==> config.mk <==
export PLATFORM = sky130hd
export DESIGN_NAME = input_mapper_flat
export DESIGN_NICKNAME = d
export VERILOG_FILES = /design/src/rtl/input_mapper_pkg.sv /design/src/rtl/input_mapper_if.sv /design/src/rtl/input_map_table.sv /design/src/rtl/input_mapper.sv /design/src/flat_wrapper.sv
export SDC_FILE = /design/constraint.sdc
export NUM_CORES = 1
export LEC_CHECK = 0
export ABC_AREA = 0
export BUFFER_PORTS_ARGS = -buffer_cell sky130_fd_sc_hd__buf_2
export CAP_MARGIN = 10
export CORE_MARGIN = 1
export CORE_UTILIZATION = 50
export CTS_CLUSTER_DIAMETER = 200
export DETAILED_ROUTE_END_ITERATION = 16
export GPL_TIMING_DRIVEN = 0
export PLACE_DENSITY = 0.71
export SLEW_MARGIN = 5
export SYNTH_ARGS = -nofsm -noshare
export SYNTH_HDL_FRONTEND = slang
export SYNTH_HIERARCHICAL = 1
export SYNTH_SLANG_ARGS = --single-unit
==> constraint.sdc <==
create_clock -name clk_25 -period 5.7 [get_ports clk_25]
set_input_delay 0.855 -clock clk_25 [delete_from_list [all_inputs] [get_ports clk_25]]
set_output_delay 0.855 -clock clk_25 [all_outputs]
set_load 0.05 [all_outputs]
==> src/rtl/input_mapper_pkg.sv <==
// input_mapper_pkg: shared types and constants for the keyboard/joystick mapper.
//   - slot numbers inside a button's map entry group
//   - map_entry_t : one key-slot table entry {valid, any_ext, code[8:0]}
//   - state_t     : scan FSM states
//   - key_match() : compare of a key-slot entry against a PS/2 code
package input_mapper_pkg;

  localparam logic [1:0] SLOT_KEY_A = 2'd0;
  localparam logic [1:0] SLOT_KEY_B = 2'd1;
  localparam logic [1:0] SLOT_JOY   = 2'd2;

  typedef struct packed {
    logic       valid;
    logic       any_ext;
    logic [8:0] code;
  } map_entry_t;

  typedef enum logic {
    IDLE = 1'b0,
    SCAN = 1'b1
  } state_t;

  // Low byte must always match; the extended bit is a don't-care when any_ext is set.
  function automatic logic key_match(input map_entry_t e, input logic [8:0] code);
    return e.valid && (e.code[7:0] == code[7:0]) && (e.any_ext || (e.code[8] == code[8]));
  endfunction

endpackage

==> src/rtl/input_mapper_if.sv <==
// input_mapper_if: bundles the mapper's key/joystick inputs, table write port
// and button outputs.
//   master : the host side (hps_io / test bench) - drives keys, joystick, table
//   slave  : the mapper itself
// Handshake: there is no backpressure anywhere. map_wr is a single-cycle write
// strobe qualified by map_addr/map_data in the same cycle; a PS/2 event is a
// change of ps2_key[10] with ps2_key[9:0] valid in that same cycle.
interface input_mapper_if #(
  parameter int NUM_BTN = 8,
  parameter int JOY_W   = 16
) ();
  import input_mapper_pkg::*;

  localparam int AW = $clog2(NUM_BTN) + 2;

  logic [10:0]        ps2_key;
  logic [JOY_W-1:0]   joy;
  logic               map_wr;
  logic [AW-1:0]      map_addr;
  logic [10:0]        map_data;
  logic [NUM_BTN-1:0] btn_n;
  logic               busy;
  logic               overflow;
  state_t             dbg_state;

  modport master (
    output ps2_key, joy, map_wr, map_addr, map_data,
    input  btn_n, busy, overflow, dbg_state
  );

  modport slave (
    input  ps2_key, joy, map_wr, map_addr, map_data,
    output btn_n, busy, overflow, dbg_state
  );
endinterface

==> src/rtl/input_map_table.sv <==
// input_map_table: NUM_BTN x 3 map entry register file.
//   clk, rst_n        : clock, async active-low reset (all entries invalid)
//   wr_en/addr/data   : write port, addr = {button, slot}; slot 3 is ignored
//   rd_idx, rd_a/rd_b : combinational read of key slots A/B of one button
//   joy_vld/joy_bit   : joystick slot of every button, read in parallel
module input_map_table
  import input_mapper_pkg::*;
#(
  parameter int NUM_BTN = 8,
  parameter int IW      = 3,
  parameter int AW      = 5
) (
  input  logic                     clk,
  input  logic                     rst_n,
  input  logic                     wr_en,
  input  logic [AW-1:0]            wr_addr,
  input  logic [10:0]              wr_data,
  input  logic [IW-1:0]            rd_idx,
  output map_entry_t               rd_a,
  output map_entry_t               rd_b,
  output logic [NUM_BTN-1:0]       joy_vld,
  output logic [NUM_BTN-1:0][4:0]  joy_bit
);

  logic [AW-1:0] wr_btn;
  logic [1:0]    wr_slot;
  assign wr_btn  = wr_addr >> 2;
  assign wr_slot = wr_addr[1:0];

  map_entry_t [NUM_BTN-1:0] tbl_a;
  map_entry_t [NUM_BTN-1:0] tbl_b;

  for (genvar b = 0; b < NUM_BTN; b++) begin : g_btn
    logic       sel;
    map_entry_t ent_a;
    map_entry_t ent_b;
    logic       jv;
    logic [4:0] jb;

    assign sel = wr_en && (wr_btn == AW'(b));

    always_ff @(posedge clk or negedge rst_n) begin
      if (!rst_n) begin
        ent_a <= '0;
        ent_b <= '0;
        jv    <= 1'b0;
        jb    <= '0;
      end else if (sel) begin
        case (wr_slot)
          SLOT_KEY_A: ent_a <= map_entry_t'(wr_data);
          SLOT_KEY_B: ent_b <= map_entry_t'(wr_data);
          SLOT_JOY: begin
            // Joystick entries carry only {valid, bit[4:0]}; the middle bits are zero.
            jv <= wr_data[10];
            jb <= wr_data[4:0];
          end
          default: ;
        endcase
      end
    end

    assign tbl_a[b]   = ent_a;
    assign tbl_b[b]   = ent_b;
    assign joy_vld[b] = jv;
    assign joy_bit[b] = jb;
  end

  assign rd_a = tbl_a[rd_idx];
  assign rd_b = tbl_b[rd_idx];

endmodule

==> src/rtl/input_mapper.sv <==
// input_mapper: maps PS/2 key events and joystick bits to an active-low button
// vector through a run-time programmable table.
//   clk_25  : system clock
//   RESET_L : async active-low reset
//   bus     : input_mapper_if slave - ps2_key, joy, map_wr/addr/data in;
//             btn_n (registered), busy (scan running), overflow (sticky drop),
//             dbg_state (scan FSM state) out
// A key event is scanned against every button, one per cycle; one further
// event can wait in a pending slot, anything beyond that is dropped.
module input_mapper
  import input_mapper_pkg::*;
#(
  parameter int                 NUM_BTN    = 8,
  parameter int                 JOY_W      = 16,
  parameter logic [NUM_BTN-1:0] PULSE_MASK = NUM_BTN'(8'b0000_0100),
  parameter int                 PULSE_CYC  = 16
) (
  input logic           clk_25,
  input logic           RESET_L,
  input_mapper_if.slave bus
);

  localparam int             IW         = (NUM_BTN > 1) ? $clog2(NUM_BTN) : 1;
  localparam int             AW         = $clog2(NUM_BTN) + 2;
  localparam logic [IW-1:0]  LAST_IDX   = IW'(NUM_BTN - 1);
  localparam logic [7:0]     PULSE_LOAD = 8'(PULSE_CYC - 1);

  // Event detect: the toggle bit differs from its last sampled value.
  logic       old_tgl;
  logic       ev_v;
  logic [9:0] ev_data;
  assign ev_v    = bus.ps2_key[10] != old_tgl;
  assign ev_data = bus.ps2_key[9:0];

  state_t        state, state_nxt;
  logic [IW-1:0] idx, idx_nxt;
  logic [9:0]    cur, cur_nxt;       // {pressed, code} being scanned
  logic          pend_v, pend_v_nxt;
  logic [9:0]    pend, pend_nxt;
  logic          ovf, ovf_nxt;

  map_entry_t                ent_a, ent_b;
  logic [NUM_BTN-1:0]        joy_vld;
  logic [NUM_BTN-1:0][4:0]   joy_bit;

  input_map_table #(.NUM_BTN(NUM_BTN), .IW(IW), .AW(AW)) u_table (
    .clk     (clk_25),
    .rst_n   (RESET_L),
    .wr_en   (bus.map_wr),
    .wr_addr (bus.map_addr),
    .wr_data (bus.map_data),
    .rd_idx  (idx),
    .rd_a    (ent_a),
    .rd_b    (ent_b),
    .joy_vld (joy_vld),
    .joy_bit (joy_bit)
  );

  always_comb begin
    state_nxt  = state;
    idx_nxt    = idx;
    cur_nxt    = cur;
    pend_v_nxt = pend_v;
    pend_nxt   = pend;
    ovf_nxt    = ovf;
    case (state)
      IDLE: begin
        if (pend_v) begin
          // The waiting event goes first; a same-cycle new event takes its place.
          state_nxt  = SCAN;
          idx_nxt    = '0;
          cur_nxt    = pend;
          pend_v_nxt = ev_v;
          pend_nxt   = ev_data;
        end else if (ev_v) begin
          state_nxt = SCAN;
          idx_nxt   = '0;
          cur_nxt   = ev_data;
        end
      end
      SCAN: begin
        if (ev_v) begin
          if (pend_v) begin
            ovf_nxt = 1'b1;
          end else begin
            pend_v_nxt = 1'b1;
            pend_nxt   = ev_data;
          end
        end
        if (idx == LAST_IDX) begin
          idx_nxt = '0;
          if (pend_v) begin
            // Chain straight into the next scan so busy has no gap.
            cur_nxt    = pend;
            pend_v_nxt = 1'b0;
          end else begin
            state_nxt = IDLE;
          end
        end else begin
          idx_nxt = idx + 1'b1;
        end
      end
      default: state_nxt = IDLE;
    endcase
  end

  // Key state: [b][0] = slot A held, [b][1] = slot B held.
  logic [NUM_BTN-1:0][1:0] kst, kst_nxt;

  always_comb begin
    kst_nxt = kst;
    if (state == SCAN) begin
      if (key_match(ent_a, cur[8:0])) kst_nxt[idx][0] = cur[9];
      if (key_match(ent_b, cur[8:0])) kst_nxt[idx][1] = cur[9];
    end
  end

  // Out-of-range joystick bit indices land on the zero padding.
  logic [31:0]        joy_pad;
  logic [NUM_BTN-1:0] p_raw;
  always_comb begin
    joy_pad              = '0;
    joy_pad[JOY_W-1:0]   = bus.joy;
    p_raw                = '0;
    for (int b = 0; b < NUM_BTN; b++) begin
      p_raw[b] = kst_nxt[b][0] | kst_nxt[b][1] | (joy_vld[b] & joy_pad[joy_bit[b]]);
    end
  end

  // Raw press is taken from the next-state key bits so btn_n registers the
  // compare result directly: compare in cycle t, output visible in t+1.
  logic [NUM_BTN-1:0] p_final;
  for (genvar b = 0; b < NUM_BTN; b++) begin : g_out
    if (PULSE_MASK[b]) begin : g_str
      logic       p_q;
      logic [7:0] cnt;
      logic       rise;
      assign rise = p_raw[b] & ~p_q;
      always_ff @(posedge clk_25 or negedge RESET_L) begin
        if (!RESET_L) begin
          p_q <= 1'b0;
          cnt <= '0;
        end else begin
          p_q <= p_raw[b];
          if (rise)             cnt <= PULSE_LOAD;
          else if (cnt != 8'd0) cnt <= cnt - 8'd1;
        end
      end
      assign p_final[b] = p_raw[b] | (cnt != 8'd0) | rise;
    end else begin : g_plain
      assign p_final[b] = p_raw[b];
    end
  end

  logic [NUM_BTN-1:0] btn_n_q;

  always_ff @(posedge clk_25 or negedge RESET_L) begin
    if (!RESET_L) begin
      old_tgl <= 1'b0;
      state   <= IDLE;
      idx     <= '0;
      cur     <= '0;
      pend_v  <= 1'b0;
      pend    <= '0;
      ovf     <= 1'b0;
      kst     <= '0;
      btn_n_q <= '1;
    end else begin
      old_tgl <= bus.ps2_key[10];
      state   <= state_nxt;
      idx     <= idx_nxt;
      cur     <= cur_nxt;
      pend_v  <= pend_v_nxt;
      pend    <= pend_nxt;
      ovf     <= ovf_nxt;
      kst     <= kst_nxt;
      btn_n_q <= ~p_final;
    end
  end

  assign bus.btn_n     = btn_n_q;
  assign bus.busy      = (state != IDLE);
  assign bus.overflow  = ovf;
  assign bus.dbg_state = state;

endmodule

==> src/flat_wrapper.sv <==
// flat-port wrapper written by rule: the top's interface ports become plain ports
module input_mapper_flat import input_mapper_pkg::*;
#(
  parameter int                 NUM_BTN    = 8,
  parameter int                 JOY_W      = 16,
  parameter logic [NUM_BTN-1:0] PULSE_MASK = NUM_BTN'(8'b0000_0100),
  parameter int                 PULSE_CYC  = 16
)
  (clk_25, RESET_L, bus_ps2_key, bus_joy, bus_map_wr, bus_map_addr, bus_map_data, bus_btn_n, bus_busy, bus_overflow, bus_dbg_state);
  input_mapper_if #(.NUM_BTN(NUM_BTN), .JOY_W(JOY_W)) bus_i ();
  input logic clk_25;
  input logic RESET_L;
  input wire logic [$bits(bus_i.ps2_key)-1:0] bus_ps2_key;
  input wire logic [$bits(bus_i.joy)-1:0] bus_joy;
  input wire logic [$bits(bus_i.map_wr)-1:0] bus_map_wr;
  input wire logic [$bits(bus_i.map_addr)-1:0] bus_map_addr;
  input wire logic [$bits(bus_i.map_data)-1:0] bus_map_data;
  output wire logic [$bits(bus_i.btn_n)-1:0] bus_btn_n;
  output wire logic [$bits(bus_i.busy)-1:0] bus_busy;
  output wire logic [$bits(bus_i.overflow)-1:0] bus_overflow;
  output wire logic [$bits(bus_i.dbg_state)-1:0] bus_dbg_state;
  assign bus_i.ps2_key = bus_ps2_key;
  assign bus_i.joy = bus_joy;
  assign bus_i.map_wr = bus_map_wr;
  assign bus_i.map_addr = bus_map_addr;
  assign bus_i.map_data = bus_map_data;
  assign bus_btn_n = bus_i.btn_n;
  assign bus_busy = bus_i.busy;
  assign bus_overflow = bus_i.overflow;
  assign bus_dbg_state = bus_i.dbg_state;
  input_mapper #(.NUM_BTN(NUM_BTN), .JOY_W(JOY_W), .PULSE_MASK(PULSE_MASK), .PULSE_CYC(PULSE_CYC)) u_core (.clk_25(clk_25), .RESET_L(RESET_L), .bus(bus_i));
endmodule
After elaboration in Yosys (flattened, before gate mapping)
Index checks and enable logic that the tools add are counted.
- flip-flop bits (word level): 284
- input port bits: 46
- output and inout port bits: 11
- word-level logic and storage cells: 246
- $add $sub $neg: 2
- $lt $le $gt $ge: 10
- eq/ne operators: 21
- multiplexer cells: 55
- bitwise logic cells: 30
- reduce and logical (&&, ||, !) cells: 46
- operators by type and width (operator ; count):
    2-to-1 mux 10 bit ; 7
    binary-select mux 11 bit (select 3 bit) ; 2
    2-to-1 mux 16 bit ; 4
    < comparator 5 x 6 -> 1 bit (second input constant) ; 8
    AND reduction 2 bit ; 24
    binary-select mux 1 bit (select 5 bit) ; 8
    one-hot mux 10 bit (2 select lines) ; 2
    bitwise mux 16 bit ; 2
    2-to-1 mux 11 bit ; 2
    OR 1 bit ; 18
    2-to-1 mux 1 bit ; 17
    == test 8 bit ; 2
    2-to-1 mux 8 bit ; 2
    == test 3 bit (second input constant) ; 5
    logical AND 1 bit ; 13
    demux 2 bit (select 3 bit) ; 2
    bitwise AND 1 bit ; 9
    2-to-1 mux 3 bit ; 3
    AND reduction 3 bit ; 3
    inverter 8 bit ; 1
    nonzero test 8 bit ; 1
    subtractor 8 x 1 -> 8 bit (second input constant) ; 1
    == test 3 x 2 -> 1 bit (second input constant) ; 2
    inequality test 2 bit (second input constant) ; 3
    18 further kinds ; 23

Logic depth before layout (Yosys ltp)
Gate-level depths: netlist of run 1.
- depth after elaboration: 15
- gate-level depth with buffers: 11
- mapped depth without buffers: 8

By module
Netlist of run 1, hierarchy kept.
- by module, submodules not included (module ; instances ; cells each ; area an instance (µm²) ; seq. area each (µm²)):
    input_map_table ; 1 ; 607 ; 9844.4 ; 5605.4
    input_mapper ; 1 ; 306 ; 3832.4 ; 1511.4

Least setup slack after synthesis of run 1
OpenSTA, ideal clock, no wires.
- path type: reg2reg
- start point: register u_core.idx[0]
- end point: register u_core.btn_n_q[3] (netlist: u_core/bus.btn_n[3])
- setup time: 0.082 ns
- data arrival time: 3.639 ns
- data required time: 5.618 ns
- slack: 1.979 ns
- stages on the path, launching flop included: 11
- buffers on the path: 2
- clock period less this slack: 3.721 ns
- path through: dfrtp_1 -> buf_2 -> buf_2 -> mux4_2 -> mux2_2 -> xor2_1 -> or4_4 -> or4_4 -> nor3b_1 -> mux2_2 -> nor3_1
- RTL lines (what ; RTL line ; source):
    start: declaration ; input_mapper.sv:36 ; logic [IW-1:0] idx, idx_nxt;
    start signal: assignment ; input_mapper.sv:171 ; idx <= idx_nxt;
    end signal: assignment ; input_mapper.sv:177 ; btn_n_q <= ~p_final;
    end: declaration ; input_mapper.sv:155 ; logic [NUM_BTN-1:0] btn_n_q;

==> results of run 1 <==
-- layer usage --
layer  up-vias  share of wire [%]
met5         -                  0
met4         0                1.3
met3        35                5.1
met2       195                 46
met1      4359                 47
li1       3577                  -
-- state kept, by name (all words and copies together) (netlist names) --
name	flops
u_core/idx	3
u_core/bus.overflow	1
u_core/g_out.g_str.cnt	8
u_core/g_out.g_str.p_q	1
u_core/u_table/g_btn.jb	40
u_core/u_table/g_btn.jv	8
u_core/u_table/g_btn.ent_b	88
u_core/bus.busy	1
u_core/cur	10
u_core/kst	16
u_core/pend	10
u_core/old_tgl	1
u_core/u_table/g_btn.ent_a	88
u_core/pend_v	1
u_core/bus.btn_n	8
-- layout make-up --
| cell class | instances | area (um2) |
|---|---|---|
| clock buffers | 37 | 838 |
| clock inverters | 19 | 303 |
| repair buffers | 58 | 345 |
| well taps | 341 | 427 |
| multi-input cells | 553 | 6210 |
| fillers | 2127 | 11300 |
| flip-flops and latches | 284 | 7120 |
| plain buffers | 67 | 314 |
| inverters | 9 | 33.8 |
-- final timing paths --
check / startpoint / endpoint / slack [ns] / depth (start not counted)
max: u_core/idx[2] / u_core/bus.btn_n[3] / 1.18 / 10
min: RESET_L / u_core/pend[7] / 0.21 / 1
max reg2reg: u_core/idx[2] / u_core/bus.btn_n[3] / 1.18 / 10
min reg2reg: u_core/g_out[2].g_str.cnt[2] / u_core/bus.btn_n[2] / 0.46 / 1
max in group asynchronous: RESET_L / u_core/u_table/g_btn[5].ent_a[3] / 4.55 / 2
min in group clk_25: bus_ps2_key[10] / u_core/old_tgl / 0.43 / 1
-- critical path: stages, from the launching register on --
cell      delay, ns
dfrtp_1        0.42
clkbuf_1       0.52
clkbuf_1       0.77
mux4_2         0.44
mux2_2         0.29
xor2_1         0.14
or4_4          0.57
or4_4          0.47
nor3b_1        0.23
mux2_2         0.37
nor3_1         0.20
-- power by group through the flow --
stage / Sequential, uW / Combinational [uW] / Clock, uW
after CTS: 2800 / 2270 / 2250
after floorplan: 2810 / 1620 / 0
after global placement: 2810 / 2210 / 0
after detailed placement: 2830 / 2250 / 0
after global routing: 2860 / 2430 / 2340
final: 2800 / 2250 / 2210
-- through the flow --
step | setup WS (ns) | util (%) | TNS (ns) | hold slack, ns
5_1_grt | 1.00 | 58.0 | 0 | 0.223
4_1_cts | 1.12 | 58.0 | 0 | 0.219
3_3_place_gp | -1.51 | 53.5 | -410.21 | 0.450
3_5_place_dp | 1.15 | 53.8 | 0 | 0.458
2_1_floorplan | 1.98 | - | 0 | 0.425
6_report | 1.18 | 58.0 | 0 | 0.214
-- logic make-up after synthesis --
kind of cell               count (synthesis)  synth area share (%)
AOI/OAI and AO/OA                         25                  1.23
xor gates and xnor gates                  25                  1.60
adders and majority gates                  5                 0.457
buffers and inverters                     76                  2.54
DFF                                      284                  52.0
muxes                                    365                  36.6
and+or+nand+nor                          133                  5.51
-- synth_stat cells, types with 10 or more instances --
library cell / instances / share of area [%]
o21ai_0: 13 / 0.48
mux2i_1: 13 / 0.95
mux4_2: 81 / 13
mux2_2: 268 / 22
buf_2: 23 / 0.84
xnor2_1: 15 / 0.96
clkbuf_1: 35 / 0.96
dfrtp_1: 276 / 50
xor2_1: 10 / 0.64
nor3_1: 10 / 0.37
nor2_1: 25 / 0.69
nand2_1: 37 / 1.0
-- cells in the final DEF (no fill, tap or decap), types with 4 or more instances in the layout --
master | synthesis | final
bufinv_16 | 0 | 8
mux2_2 | 268 | 268
clkbuf_16 | 0 | 31
nand3_1 | 7 | 7
and3_1 | 5 | 5
clkbuf_1 | 35 | 37
xor2_1 | 10 | 10
dfstp_2 | 8 | 8
mux2i_1 | 13 | 13
dfrtp_1 | 276 | 276
clkbuf_8 | 0 | 4
o21ai_0 | 13 | 13
nor2_1 | 25 | 25
inv_1 | 9 | 9
xnor2_1 | 15 | 15
buf_4 | 9 | 9
nand2b_1 | 7 | 7
nor4_1 | 4 | 4
mux4_2 | 81 | 81
nand2_1 | 37 | 37
nor3_1 | 10 | 10
ha_1 | 5 | 5
and3b_1 | 7 | 7
clkinv_2 | 0 | 8
buf_2 | 23 | 78
nor2b_1 | 5 | 5
==> results.toml, run 1 <==
[logic_synthesis]
synth_sequential_area_ratio_pct = 52.0
avgSynthCellArea_um2 = 15.0
synth.distinct_cells = 50
synthArstFlopShare_pct = 100
synth_enable_flop_cells = 0
syn-num-nets = 964
synth.cell_area_um2 = 13700
synthCells = 913
synth_warnings = 6
synth.ff_latch_count = 284
synth-main-ff-cell = "dfrtp_1"

[final_layout]
area_growth_pct = 14.0
finish.instance_area_um2 = 15600
nNetsFinal = 1054
antennaDiodeCount = 0
final_cell_count_without_fillers = 1368
post_route_cells_drive_above_1_share_pct = 50.0

[routing]
viasPerCell = 5.97
firstDrtPassIters = 4
drt_iter0_drc = 457
route.detailed.drc = 0
route.antenna.remaining_nets = 0
vias = 8166
detail_route.wirelength_um = 31500
route.detailed.wl_per_inst_um = 23.0

[power]
power_dens_cells_nw_per_um2 = 465
static-leakage-power_uw = 0.00693
clockPowerShare_pct = 30.4
vdd_ir_drop_max_uv = 234
report.power.total_uw = 7250
switching_share_pct = 30.5
intPower_uw = 5040
sequential_power_share_pct = 38.6
comb_power_share_pct = 31.0
net_switching_power_of_the_design_uw = 2210

[cts]
cts.clk_slew.worst_paths_ns = 0.06
root_buffer = "clkbuf_16"
clkSinkCount = 284
clock_latency_on_the_worst_skew_pair_ns = 0.55
post_cts_buffers = 0
postCtsResizedCells = 0
htree_num_levels = 1
cts_tree = "done"
cts_inserted_buffers = 30
hold_buffers = 0
cts.path.max_buffers = 3

[min_path]
holdCritPathClass = "in -> async"

[die]
ioPinCount = 57
initial_core_util_pct = 50.9
die_width_um = 167
die-area_um2 = 28000
die_height_um = 167
fp-row-count = 60
coreArea_um2 = 26900

[status]
run_status = "completed"

[sta]
period_needed_ns = 4.52
setup_violators_final = 0
relSlewSlack_pct = 28.2
final_slew_viol_count = 0
final.setup_skew_ns = 0.0106
max_clock_freq_ghz = 0.221
max_slew.worst_pin.slew_ns = 1.07
finalHoldViolCount = 0
rsz0062_at_grt = "no"
final.period_utilization_pct = 79.2

[placed_design]
placed_cells = 1312
placed_area_um2 = 14400
finalWeightedCongestion = 0.782
detailedPlacementHpwl_um = 20600
port_buffers = 56

[worst_setup_path]
worst_setup_path_start_kind = "register"
critPathCaptureType = "register"
critical_path_peak_fanout = 10
critPathRequiredTime_ns = 6.17
timing.setup.critical_path_class = "reg -> reg"
critical_path_arrival_ns = 4.98

[global_routing]
grt.busiest_layer = "met2"
global_route.usage.met3_pct = 3.76
met2_track_demand_over_resource_in_global_routing_pct = 36.9
global_route.usage.total_pct = 23.4
antenna_found_initial = 0
globalRouteMet1Util_pct = 34.6
grt_remaining_overflow = 0
grt_pass1_vias = 8536
maximum_number_of_pins_on_one_net_before_global_route_repair = 121
grt_pass1_wl_um = 50000

[job]
max_cap_viol_count = 0
No activity file was read; power rests on OpenSTA's default activity.
==> run 2: changes to the inputs <==
==> constraint.sdc (replaced) <==
create_clock -name clk_25 -period 4.4 [get_ports clk_25]
set_input_delay 0.66 -clock clk_25 [delete_from_list [all_inputs] [get_ports clk_25]]
set_output_delay 0.66 -clock clk_25 [all_outputs]
set_load 0.05 [all_outputs]
==> run 2 against run 1 <==
Against the previous run:
- clock power increased by 29%
- worst hold slack got worse by 0.19 ns
- non-clock buffer count unchanged
- critical endpoint unchanged
- core utilization increased by 0.065 points
- final area increased by 0.11%
- critical path depth unchanged
- final cell count unchanged
- total power increased by 30%
- combinational power increased by 30%
- via count about the same
==> results.toml, run 2 (synthesis results as in run 1) <==
[status]
run_status = "completed"

[routing]
firstDrtPassIters = 4
route.detailed.drc = 0
route.detailed.wl_per_inst_um = 23.0
vias = 8161
drt_iter0_drc = 443
viasPerCell = 5.97
route.antenna.remaining_nets = 0
detail_route.wirelength_um = 31500

[power]
power_dens_cells_nw_per_um2 = 603
vdd_ir_drop_max_uv = 303
report.power.total_uw = 9410
static-leakage-power_uw = 0.00695

[worst_setup_path]
timing.critical_path.slowest_cell_delay_ns = 0.57
slowest_stage = "or4_4"
critical_path_peak_fanout = 10
timing.setup.critical_path_class = "reg -> reg"
critical_path_arrival_ns = 4.69
cp_cell_sequence = "clkbuf_1 > clkbuf_2 > mux4_2 > mux2_2 > xor2_1 > or4_4 > or4_4 > nor3b_1 > mux2_2 > nor3_1"
worst_setup_path_start_kind = "register"
critPathCaptureType = "register"
critPathRequiredTime_ns = 4.87

[job]
max_cap_viol_count = 0

[die]
die-area_um2 = 28000
initial_core_util_pct = 50.9
die_width_um = 167
ioPinCount = 57
die_height_um = 167
fp-row-count = 60
coreArea_um2 = 26900

[global_routing]
grt_remaining_overflow = 0
global_route.usage.total_pct = 23.4
antenna_found_initial = 0
grt_pass1_vias = 8543
maximum_number_of_pins_on_one_net_before_global_route_repair = 121
grt_pass1_wl_um = 50000

[placed_design]
placed_area_um2 = 14400
pre_cts_slack_ns = -0.150
placed_cells = 1312
detailedPlacementHpwl_um = 20600
port_buffers = 56
finalWeightedCongestion = 0.782

[sta]
setup_violators_final = 0
rsz0062_at_grt = "no"
max_clock_freq_ghz = 0.237
final.setup_skew_ns = 0.00946
period_needed_ns = 4.22
max_slew.worst_pin.slew_ns = 1.07
finalHoldViolCount = 0
relSlewSlack_pct = 28.1
final.period_utilization_pct = 96.0
final_slew_viol_count = 0
setup_ws_ns = 0.178

[min_path]
holdCritPathClass = "in -> async"

[cts]
cts_tree = "done"
clkSinkCount = 284
post_cts_buffers = 0
cts.path.max_buffers = 3
clock_latency_on_the_worst_skew_pair_ns = 0.55
htree_num_levels = 1
cts_inserted_buffers = 30
hold_buffers = 0
cts.clk_slew.worst_paths_ns = 0.06
root_buffer = "clkbuf_16"

[final_layout]
mostFrequentLayoutCell = "dfrtp_1"
post_route_cells_drive_above_1_share_pct = 50.3
biggestRegsByFlops = "u_core/u_table/g_btn.ent_a x88, u_core/u_table/g_btn.ent_b x88, u_core/u_table/g_btn.jb x40"
most-common-layout-cells = "276 x dfrtp_1, 268 x mux2_2, 81 x mux4_2, 73 x buf_2, 37 x nand2_1"
nNetsFinal = 1054
finish.instance_area_um2 = 15600
area_growth_pct = 14.1
antennaDiodeCount = 0
final_cell_count_without_fillers = 1368
==> run 2: stage by stage <==
step,utilization (%),hold slack [ns],TNS [ns]
after global routing,58.1,0.0277,0
after global placement,53.5,0.450,-721.55
final,58.1,0.0188,0
after detailed placement,53.8,0.458,-0.562
after CTS,58.0,0.0239,0
after floorplan,-,0.364,0
==> run 2: cell type report <==
| cell class | instances | area (um2) |
|---|---|---|
| Inverter | 9 | 33.8 |
| Tap cell | 341 | 427 |
| Clock buffer | 37 | 838 |
| Fill cell | 2126 | 11300 |
| Clock inverter | 19 | 303 |
| Buffer | 67 | 332 |
| Sequential cell | 284 | 7120 |
| Multi-Input combinational cell | 553 | 6210 |
| Timing Repair Buffer | 58 | 345 |
==> run 2: worst max-delay path: cells and delay by family, from the launching register on <==
family | cells | cell delay [ns]
AND/OR/NAND/NOR | 4 | 1.47
multiplexers | 3 | 1.06
buffers and inverters | 2 | 1.04
flip-flops | 1 | 0.42
XOR/XNOR | 1 | 0.14
==> run 2: worst paths after layout <==
check	start	endpoint	slack (ns)	depth (start not counted)
setup reg to reg	u_core/idx[2]	u_core/bus.btn_n[3]	0.18	10
max in group asynchronous	RESET_L	u_core/u_table/g_btn[3].ent_b[8]	3.45	2
setup / recovery	u_core/idx[2]	u_core/bus.btn_n[3]	0.18	10
min in group clk_25	bus_ps2_key[10]	u_core/old_tgl	0.24	1
hold / removal	RESET_L	u_core/pend[7]	0.02	1
hold reg to reg	u_core/g_out[2].g_str.cnt[2]	u_core/bus.btn_n[2]	0.46	1
==> run 2: power breakdown <==
part           total [uW]  internal [uW]  switching (uW)
Combinational        2920           1510            1420
Sequential           3630           3220             405
Clock                2860           1820            1050
Total                9410           6550            2870
==> run 2: repair_timing <==
item	CTS	global route
resized for setup	5	5
setup endpoints to repair	8	14
pin swaps	0	0
==> run 2: layer usage <==
layer	global-route usage, %	vias to the layer above	wire [um]
met5	0	-	0
met4	4.67	0	410
met3	3.83	35	1490
met2	36.9	180	14800
met1	34.6	4371	14800
li1	-	3575	-
==> run 3: changes to the inputs <==
--- a/config.mk
+++ b/config.mk
@@ -13,9 +13,8 @@
 export CTS_CLUSTER_DIAMETER = 200
 export DETAILED_ROUTE_END_ITERATION = 16
 export GPL_TIMING_DRIVEN = 0
-export PLACE_DENSITY = 0.71
+export PLACE_DENSITY = 0.79
 export SLEW_MARGIN = 5
 export SYNTH_ARGS = -nofsm -noshare
 export SYNTH_HDL_FRONTEND = slang
-export SYNTH_HIERARCHICAL = 1
 export SYNTH_SLANG_ARGS = --single-unit
==> run 3 against run 2 <==
Against the previous run:
- sequential power up 1%
- sequential share of layout area down 0.66 points
- sequential cell count unchanged
- worst setup slack better by 0.23 ns
- core utilization about the same
- fmax up 5.7%
- area after synthesis up 2.7%
- clock power down 10%
- critical path type unchanged
- routed wire length up 19%
==> results.toml, run 3 <==
[status]
run_status = "completed"

[power]
static-leakage-power_uw = 0.00690
vdd_ir_drop_max_uv = 382
comb_power_share_pct = 35.7
sequential_power_share_pct = 37.9
intPower_uw = 6250
power_dens_cells_nw_per_um2 = 612
clockPowerShare_pct = 26.4
net_switching_power_of_the_design_uw = 3450
switching_share_pct = 35.6
report.power.total_uw = 9700

[final_layout]
most-common-layout-cells = "276 x dfrtp_1, 254 x mux2_2, 62 x buf_2, 57 x mux2i_1, 54 x clkbuf_1"
finalCoreUtilization_pct = 58.1
antennaDiodeCount = 0
mostFrequentLayoutCell = "dfrtp_1"
post_route_cells_drive_above_1_share_pct = 38.0
area_growth_pct = 12.7
nNetsFinal = 1190
biggestRegsByFlops = "u_core.u_table.g_btn.ent_a x88, u_core.u_table.g_btn.ent_b x88, u_core.u_table.g_btn.jb x40"

[logic_synthesis]
synth.area.mux_share_pct = 30.9
synth_sequential_area_ratio_pct = 50.7
syn-num-nets = 1103
synthCells = 1054
synth_area_in_compound_gates_pct = 6.83
synth_enable_flop_cells = 0
synthArstFlopShare_pct = 100
synth.cell_area_um2 = 14100
synth.distinct_cells = 76
synth_warnings = 0
synth_xor_area_share_pct = 0.873
post-synth-top-area-cell = "dfrtp_1"
synth_top_cells_by_count = "276 x dfrtp_1, 254 x mux2_2, 57 x mux2i_1, 51 x nand2_1, 45 x clkbuf_1"
synth.ff_latch_count = 284
share_of_the_synthesized_area_in_the_top_cell_type_pct = 49.2
synth-main-ff-cell = "dfrtp_1"
yosys.area_share.simple_pct = 7.74
top_count_cell_post_synth = "dfrtp_1"
ys_top_cells_by_area = "dfrtp_1 49%, mux2_2 20%, mux4_2 6.1%"
yosys.area_share.adder_pct = 0.267
dominant_combinational_cell_family_by_area_after_synthesis = "multiplexers"
avgSynthCellArea_um2 = 13.3

[worst_setup_path]
setup.worst_path.start = "u_core.idx[2]"
timing.setup.critical_path_class = "reg -> reg"
critical_path_peak_fanout = 10
reg2reg_from = "u_core.idx[2]"
cp_cell_sequence = "buf_4 > nor2_1 > clkbuf_1 > a22oi_1 > a21oi_1 > o21ai_1 > nor4_2 > buf_4 > nand4_1 > mux2_2 > nor4bb_1"
ff2ff_path_depth = 11
critical_path_arrival_ns = 4.42
slowest_stage = "clkbuf_1"
critPathRequiredTime_ns = 4.82
worst-r2r-setup-slack_ns = 0.40
cpMostUsedCell = "buf_4"
timing.critical_path.slowest_cell_delay_ns = 0.72
critPathCaptureType = "register"
worst_setup_path_start_kind = "register"
reg2reg_to = "u_core.bus.btn_n[5]"

[cts]
cts.path.max_buffers = 3
clkSinkCount = 284
clock_latency_on_the_worst_skew_pair_ns = 0.54
cts_tree = "done"
cts.clk_slew.worst_paths_ns = 0.06
cts_inserted_buffers = 29
postCtsResizedCells = 0
root_buffer = "clkbuf_16"
htree_num_levels = 1
post_cts_buffers = 0
hold_buffers = 0

[die]
die-area_um2 = 28800
coreArea_um2 = 27300
die_height_um = 170
die_width_um = 170
ioPinCount = 57
initial_core_util_pct = 51.6
fp-row-count = 60

[routing]
detailroute.wirelength.met3_um = 3220
viasPerCell = 6.35
detail_route.wirelength_um = 37500
firstDrtPassIters = 5
route.antenna.remaining_nets = 0
routed.top_layer = "met5"
drt_iter0_drc = 1053
route.detailed.drc = 0
m1WireLength_um = 15400
dr_wl_met2_um = 17300
vias = 9736
route.detailed.wl_per_inst_um = 24.4

[sta]
max_slew.worst_pin.slew_ns = 1.12
finalHoldViolCount = 0
setup_ws_ns = 0.404
max_clock_freq_ghz = 0.250
setup_violators_final = 0
final.period_utilization_pct = 90.8
period_needed_ns = 4.00
relSlewSlack_pct = 25.4
final_slew_viol_count = 0
rsz0062_at_grt = "no"
final.setup_skew_ns = 0.00744

[global_routing]
grt_remaining_overflow = 0
antenna_found_initial = 1
maximum_number_of_pins_on_one_net_before_global_route_repair = 113
global_route.usage.total_pct = 26.9
grt_pass1_vias = 9719
grt_pass1_wl_um = 58300

[min_path]
holdCritPathClass = "in -> async"

[placed_design]
finalWeightedCongestion = 0.914
pre_cts_slack_ns = 0.570
port_buffers = 54
detailedPlacementHpwl_um = 25100

[job]
max_cap_viol_count = 0
[run 3: cell count changes in the layout (fill, tap and decap cells not counted), moves of 11 or more]
cell | previous run | this run
a22oi_1 | 0 | 17
mux2_2 | 268 | 254
clkbuf_1 | 33 | 54
buf_2 | 73 | 62
a221oi_1 | 0 | 12
mux2i_1 | 13 | 57
a21oi_1 | 0 | 11
nand2_1 | 37 | 51
mux4_2 | 81 | 38
[run 3: area by class of cell]
| class | instances | area [um2] |
|---|---|---|
| multi-input cells | 690 | 6550 |
| fillers | 2140 | 11400 |
| flip-flops and latches | 284 | 7120 |
| plain buffers | 72 | 358 |
| well taps | 372 | 465 |
| inverters | 8 | 30.0 |
| clock inverters | 11 | 183 |
| clock buffers | 41 | 801 |
| repair buffers | 56 | 335 |
[run 3: metrics by stage]
stage,cells,hold WS [ns],TNS [ns],cell area (um2)
finish,1534,0.0488,0,15800
global route,1534,0.0830,0,15800
CTS,1534,0.0675,0,15800
detailed placement,1482,0.453,0,14900
global placement,1480,0.447,-680.32,14800
floorplan,1054,0.364,0,14100
[run 3: worst max-delay path by stage]
| stage | endpoint | cells past startpoint | slack [ns] |
|---|---|---|---|
| after detailed placement | u_core.bus.btn_n[5] | 11 | 0.57 |
| after CTS | u_core.bus.btn_n[5] | 11 | 0.52 |
| after global routing | u_core.bus.btn_n[5] | 11 | 0.33 |
| final | u_core.bus.btn_n[5] | 11 | 0.40 |
| after floorplan | u_core.g_out[2].g_str.cnt[1] | 11 | 1.66 |
| after global placement | u_core.u_table.g_btn[5].ent_b[7] | 1 | -2.47 |
[run 3: metal layers]
| metal | vias to the layer above | track usage [%] |
|---|---|---|
| met5 | - | 0 |
| met4 | 2 | 10.2 |
| met3 | 109 | 5.83 |
| met2 | 477 | 42.5 |
| met1 | 4993 | 36.5 |
| li1 | 4155 | - |
[run 3: logic make-up (layout without fill, tap and decap cells)]
kind of cell,Yosys count,after routing
multiplexers,353,353
flip-flops,284,284
AND/OR/NAND/NOR,192,192
AO/OA/AOI/OAI,128,128
buffers and inverters,80,188
XOR/XNOR,14,14
adder cells (fa/ha/maj),3,3
[run 3: power by group through the flow]
stage	logic [uW]	registers, uW	clock network, uW
4_1_cts	3410	3650	2580
2_1_floorplan	2360	3660	0
3_3_place_gp	3320	3660	0
5_1_grt	3690	3730	2690
6_report	3460	3670	2560
3_5_place_dp	3390	3690	0
[run 3: worst max-delay path, delay by kind of cell, from the launching register on]
| kind | cells | cell delay (ns) |
|---|---|---|
| AO/OA/AOI/OAI | 3 | 0.53 |
| multiplexers | 1 | 0.35 |
| flip-flops | 1 | 0.47 |
| AND/OR/NAND/NOR | 4 | 1.27 |
| buffers and inverters | 3 | 1.25 |
